`src/rtl/vend_controller.sv`:
```
// Vending sequencer: nickel-unit credit, purchase/dispense, then change or refund paid as a nickel pulse train.
// Latency: every output is registered and responds one cycle after its input pulse; inputs are pulses with no backpressure.
module vend_controller #(
    parameter int CREDIT_W   = 6,
    parameter int PRICE      = 15,
    parameter int MAX_CREDIT = 20
) (
    input  logic                Clk,
    input  logic                Rst,
    input  logic                nickel_i,
    input  logic                dime_i,
    input  logic                quarter_i,
    input  logic                sel_i,
    input  logic                cancel_i,
    output logic                dispense_o,
    output logic                change_o,
    output logic                coin_reject_o,
    output logic                insufficient_o,
    output logic [CREDIT_W-1:0] credit_o,
    output logic                busy_o
);

    localparam logic [CREDIT_W-1:0] PRICE_C = CREDIT_W'(PRICE);
    localparam logic [CREDIT_W:0]   MAX_C   = (CREDIT_W+1)'(MAX_CREDIT);
    localparam logic [CREDIT_W-1:0] ONE_C   = CREDIT_W'(1);

    typedef enum logic [1:0] {IDLE, DISPENSE, CHANGE, GAP} state_t;

    state_t                state, state_nxt;
    logic [CREDIT_W-1:0]   credit_nxt;
    logic                  dispense_nxt, change_nxt, reject_nxt, insuff_nxt;
    logic [CREDIT_W-1:0]   coin_val;
    logic [CREDIT_W:0]     coin_sum;
    logic                  any_coin, multi_coin;

    // Only the highest-value coin counts; the sum is one bit wider so it cannot wrap.
    always_comb begin
        if (quarter_i)
            coin_val = CREDIT_W'(5);
        else if (dime_i)
            coin_val = CREDIT_W'(2);
        else if (nickel_i)
            coin_val = CREDIT_W'(1);
        else
            coin_val = '0;
        any_coin   = nickel_i | dime_i | quarter_i;
        multi_coin = (nickel_i & dime_i) | (nickel_i & quarter_i) | (dime_i & quarter_i);
        coin_sum   = {1'b0, credit_o} + {1'b0, coin_val};
    end

    always_comb begin
        state_nxt    = state;
        credit_nxt   = credit_o;
        dispense_nxt = 1'b0;
        change_nxt   = 1'b0;
        reject_nxt   = 1'b0;
        insuff_nxt   = 1'b0;
        case (state)
            IDLE: begin
                if (cancel_i) begin
                    reject_nxt = any_coin;
                    if (credit_o != '0)
                        state_nxt = CHANGE;
                end else if (sel_i) begin
                    reject_nxt = any_coin;
                    if (credit_o >= PRICE_C) begin
                        dispense_nxt = 1'b1;
                        credit_nxt   = credit_o - PRICE_C;
                        state_nxt    = DISPENSE;
                    end else begin
                        insuff_nxt = 1'b1;
                    end
                end else if (any_coin) begin
                    if (coin_sum <= MAX_C) begin
                        credit_nxt = coin_sum[CREDIT_W-1:0];
                        reject_nxt = multi_coin;
                    end else begin
                        reject_nxt = 1'b1;
                    end
                end
            end
            CHANGE: begin
                reject_nxt = any_coin;
                change_nxt = 1'b1;
                credit_nxt = credit_o - ONE_C;
                state_nxt  = GAP;
            end
            DISPENSE, GAP: begin
                reject_nxt = any_coin;
                state_nxt  = (credit_o != '0) ? CHANGE : IDLE;
            end
            default: state_nxt = IDLE;
        endcase
    end

    always_ff @(posedge Clk) begin
        if (Rst) begin
            state          <= IDLE;
            credit_o       <= '0;
            dispense_o     <= 1'b0;
            change_o       <= 1'b0;
            coin_reject_o  <= 1'b0;
            insufficient_o <= 1'b0;
        end else begin
            state          <= state_nxt;
            credit_o       <= credit_nxt;
            dispense_o     <= dispense_nxt;
            change_o       <= change_nxt;
            coin_reject_o  <= reject_nxt;
            insufficient_o <= insuff_nxt;
        end
    end

    assign busy_o = (state != IDLE);

endmodule

```
`config.mk`:
```
export PLATFORM = sky130hd
export DESIGN_NAME = vend_controller
export DESIGN_NICKNAME = d
export VERILOG_FILES = /design/src/rtl/vend_controller.sv
export SDC_FILE = /design/constraint.sdc
export NUM_CORES = 1
export LEC_CHECK = 0
export CAP_MARGIN = 20
export CORE_AREA = 2 2 51 53
export DETAILED_ROUTE_END_ITERATION = 8
export DIE_AREA = 0 0 53 55
export GPL_TIMING_DRIVEN = 0
export PLACE_DENSITY = 0.64
export SLEW_MARGIN = 30
export SYNTH_ARGS = -nofsm -noshare
export SYNTH_HDL_FRONTEND = slang
export SYNTH_SLANG_ARGS = --single-unit
```
`constraint.sdc`:
```
create_clock -name Clk -period 6.18 [get_ports Clk]
set_input_delay 0.927 -clock Clk [delete_from_list [all_inputs] [get_ports Clk]]
set_output_delay 0.927 -clock Clk [all_outputs]
set_load 0.01 [all_outputs]
```
==> run_results.csv <==
group,metric,value,unit
cells_and_area,nFillCells,237,
cts,clk_latency,0.28,ns
sta,tns,0,ns
cts,cts_setup_buffers,0,
critical_path,slowest_stage,"clkdlybuf4s50_1",
yosys,yosysTopAreaCell,"dfxtp_1",
yosys,synthTopCellsByArea,"dfxtp_1 24%, ha_1 7.5%, nor2_1 4.2%",
cts,cts_buffer_depth,2,
route,first_pass_iters,4,
outcome,run_status,"finished, final reports clean",
yosys,avgSynthCellArea,7.71,µm²
route,via_per_inst,5.96,
cts,cts_inserted_buffers,3,
sta,drv_slew,0,
critical_path,worstRegToRegCells,8,
yosys,yosysTopAreaCellShare,0.242,
critical_path,crit_buf_inv,2,
cells_and_area,diodes,0,
floorplan,num_rows,18,
cts,htreeDepth,1,
worst_hold_path,worstHoldPathType,"reg -> reg",
yosys,synth.distinct_cells,46,
yosys,syn-num-nets,143,
worst_hold_path,worstHoldStart,"credit_o[0]",
critical_path,reg2reg_from,"credit_o[0]",
placement,hpwlAfterDp,1.93,mm
floorplan,die_area,2920,µm²
critical_path,path_max_fanout,4,
global_routing,grt_overflow,0,
route,wl_per_cell,14.2,µm
cells_and_area,final_area,1240,µm²
sta,maxSlewHeadroom,0.674,
sta,fin_skew,0.00148,ns
global_routing,grt_max_degree,11,
sta,period_share,0.591,
cells_and_area,area_growth,24.5,%
cells_and_area,regArea,240,µm²
floorplan,ioPinCount,18,
critical_path,path_class,"in -> reg",
cts,clkTransAtPathRegs,0.08,ns
critical_path,cp-end-kind,"flop",
floorplan,die_h,55,µm
worst_hold_path,hold_depth,2,
critical_path,cp_top_family,"simple AND/OR/NAND/NOR gates",
floorplan,die_w,53,µm
sta,fmax,274,MHz
yosys,yosysSeqAreaShare,0.242,
sta,final-hold-violation-count,0,
critical_path,startpoint,"dime_i",
yosys,synth-seq-cells,12,
critical_path,arrival,3.81,ns
power,leakage,0.483,nW
job,maxCapViolCount,0,
placement,place_inst,176,
critical_path,crit_chain,"clkdlybuf4s50_1 -> inv_1 -> a21o_1 -> ha_1 -> fa_1 -> xnor2_1 -> or2_2 -> and4_1 -> o21ai_0 -> and2_1 -> o31ai_1",
sta,rsz0062_at_grt,"no",
critical_path,worst-path-stages,11,
cts,cts_hold_buffers,0,
cells_and_area,stdcell_count,180,
global_routing,grt.total_usage,0.203,
floorplan,start_util,0.421,
global_routing,antenna_found_initial,0,
sta,setup_violations,0,
placement,place_area,1200,µm²
placement,place_congestion,0.858,
cells_and_area,final_nets,165,
floorplan,fp.coreArea,2360,µm²
sta,post-route-min-period,3.65,ns
yosys,yosys_warnings,0,
route,vias,1073,
critical_path,cp-start-kind,"input pin",
yosys,syn-cell-area,995,µm²
cts,clock_sinks,12,
cts,tritoncts,"yes",
global_routing,grt_pass1_vias,895,
critical_path,required,6.33,ns
global_routing,grt_pass1_wl,4.27,mm
cells_and_area,multi_input_area,706,µm²
power,vdd_drop_max,0.200,mV
placement,numPortBuffers,17,
route,drt_iter0_markers,46,
cells_and_area,drive_above_1_share,0.0933,
route,drc_errors,0,
cts,cts_root_buf,"clkbuf_4",
sta,worst_slew_pin_slew,0.489,ns
route,antenna_left,0,
power,p_per_area,415,nW/µm²
yosys,synth_cells,129,
cts,cts_resized,0,
route,wirelength,2.56,mm
critical_path,critPathMaxStageDelay,0.54,ns
cell usage after synthesis, drive strengths merged:
| cell | count |
|---|---|
| dfxtp | 12 |
| nor2 | 12 |
| a21oi | 8 |
| nand2 | 8 |
| inv | 7 |
| nor3 | 7 |
| ha | 6 |
| nand3 | 5 |
| nor2b | 5 |
| o21ai | 5 |
| o22ai | 5 |
| and3 | 4 |
| nor4 | 4 |
| or3 | 4 |
| a31oi | 3 |
| buf | 3 |
| o211ai | 3 |
| o31ai | 3 |
| clkbuf | 2 |
| or2 | 2 |
| a2111oi | 1 |
| a211o | 1 |
| a211oi | 1 |
| a21boi | 1 |
| a21o | 1 |
| a2bb2oi | 1 |
| a32oi | 1 |
| and2 | 1 |
| and4 | 1 |
| fa | 1 |
| mux2i | 1 |
| nand2b | 1 |
| nand3b | 1 |
| nand4 | 1 |
| nor3b | 1 |
| nor4b | 1 |
| o211a | 1 |
| o311a | 1 |
| o311ai | 1 |
| or4 | 1 |
| xnor2 | 1 |
cell usage in the layout (no fill, tap or decap), types with 2 or more instances in the layout:
| cell type | instances |
|---|---|
| o211ai_1 | 3 |
| nor3_1 | 6 |
| or3_1 | 4 |
| o31ai_1 | 3 |
| o22ai_1 | 5 |
| dfxtp_1 | 12 |
| a31oi_1 | 2 |
| clkdlybuf4s50_1 | 17 |
| nor2_1 | 11 |
| ha_1 | 6 |
| clkbuf_4 | 3 |
| inv_1 | 7 |
| nand3_1 | 5 |
| clkbuf_1 | 2 |
| buf_2 | 3 |
| a21oi_1 | 8 |
| and3_1 | 3 |
| nor4_1 | 3 |
| nand2_1 | 8 |
| o21ai_0 | 5 |
| nor2b_1 | 5 |
| or2_2 | 2 |
metrics by stage:
step | worst slack (ns) | power, W | utilization | hold WS, ns
detailed placement | 2.28 | 0.000447 | 0.508 | 0.580
finish | 2.53 | 0.000514 | 0.524 | 0.593
CTS | 2.56 | 0.000514 | 0.524 | 0.590
floorplan | 3.14 | 0.000348 | - | 0.570
global route | 2.34 | 0.000561 | 0.524 | 0.617
global placement | 2.27 | 0.000444 | 0.508 | 0.583
metal layers:
layer  wire, µm  vias to the layer above  GRT usage
met3        142                        5     0.0242
met4         55                        0      0.115
met5          0                        -          0
li1           -                      534          -
met1       1190                      493      0.285
met2       1160                       41      0.300
sequential cells by signal, summed over array words and instances, names as in the netlist, named ones only:
signal and flops:
change_o 1, coin_reject_o 1, insufficient_o 1, state 1
dispense_o 1, credit_o 6
worst register-to-register path, stage by stage (launching register included):
cell and delay (ns):
dfxtp_1 0.38, ha_1 0.25, fa_1 0.41, xnor2_1 0.20
or2_2 0.31, and4_1 0.23, o21ai_0 0.40, and2_1 0.25
o31ai_1 0.09
where the power goes:
part,internal (W),leakage (nW),switching (W)
Sequential,0.0000999,0.0988,0.0000280
Combinational,0.000146,0.363,0.000177
Clock,0.0000359,0.0210,0.0000285
Total,0.000281,0.483,0.000233
layout make-up:
type | count | area share
Buffer | 5 | 0.0182
Clock buffer | 4 | 0.0293
Inverter | 7 | 0.0212
Multi-Input combinational cell | 105 | 0.570
Sequential cell | 12 | 0.194
Tap cell | 30 | 0.0303
Timing Repair Buffer | 17 | 0.137
worst paths after layout:
kind,end,slack (ns)
worst max-delay path,credit_o[1],2.53
worst min-delay path,credit_o[0],0.59
worst max register to register,credit_o[1],3.54
worst min register to register,credit_o[0],0.59
kinds of logic after synthesis:
logic type                 Yosys count  synth area share
AOI/OAI and AO/OA                   37             0.255
xor gates and xnor gates             1           0.00881
adders and majority gates            7            0.0956
buffers and inverters               12            0.0491
DFF                                 12             0.242
muxes                                1            0.0101
and+or+nand+nor                     59             0.340
Power figures use the tool's default switching activity.
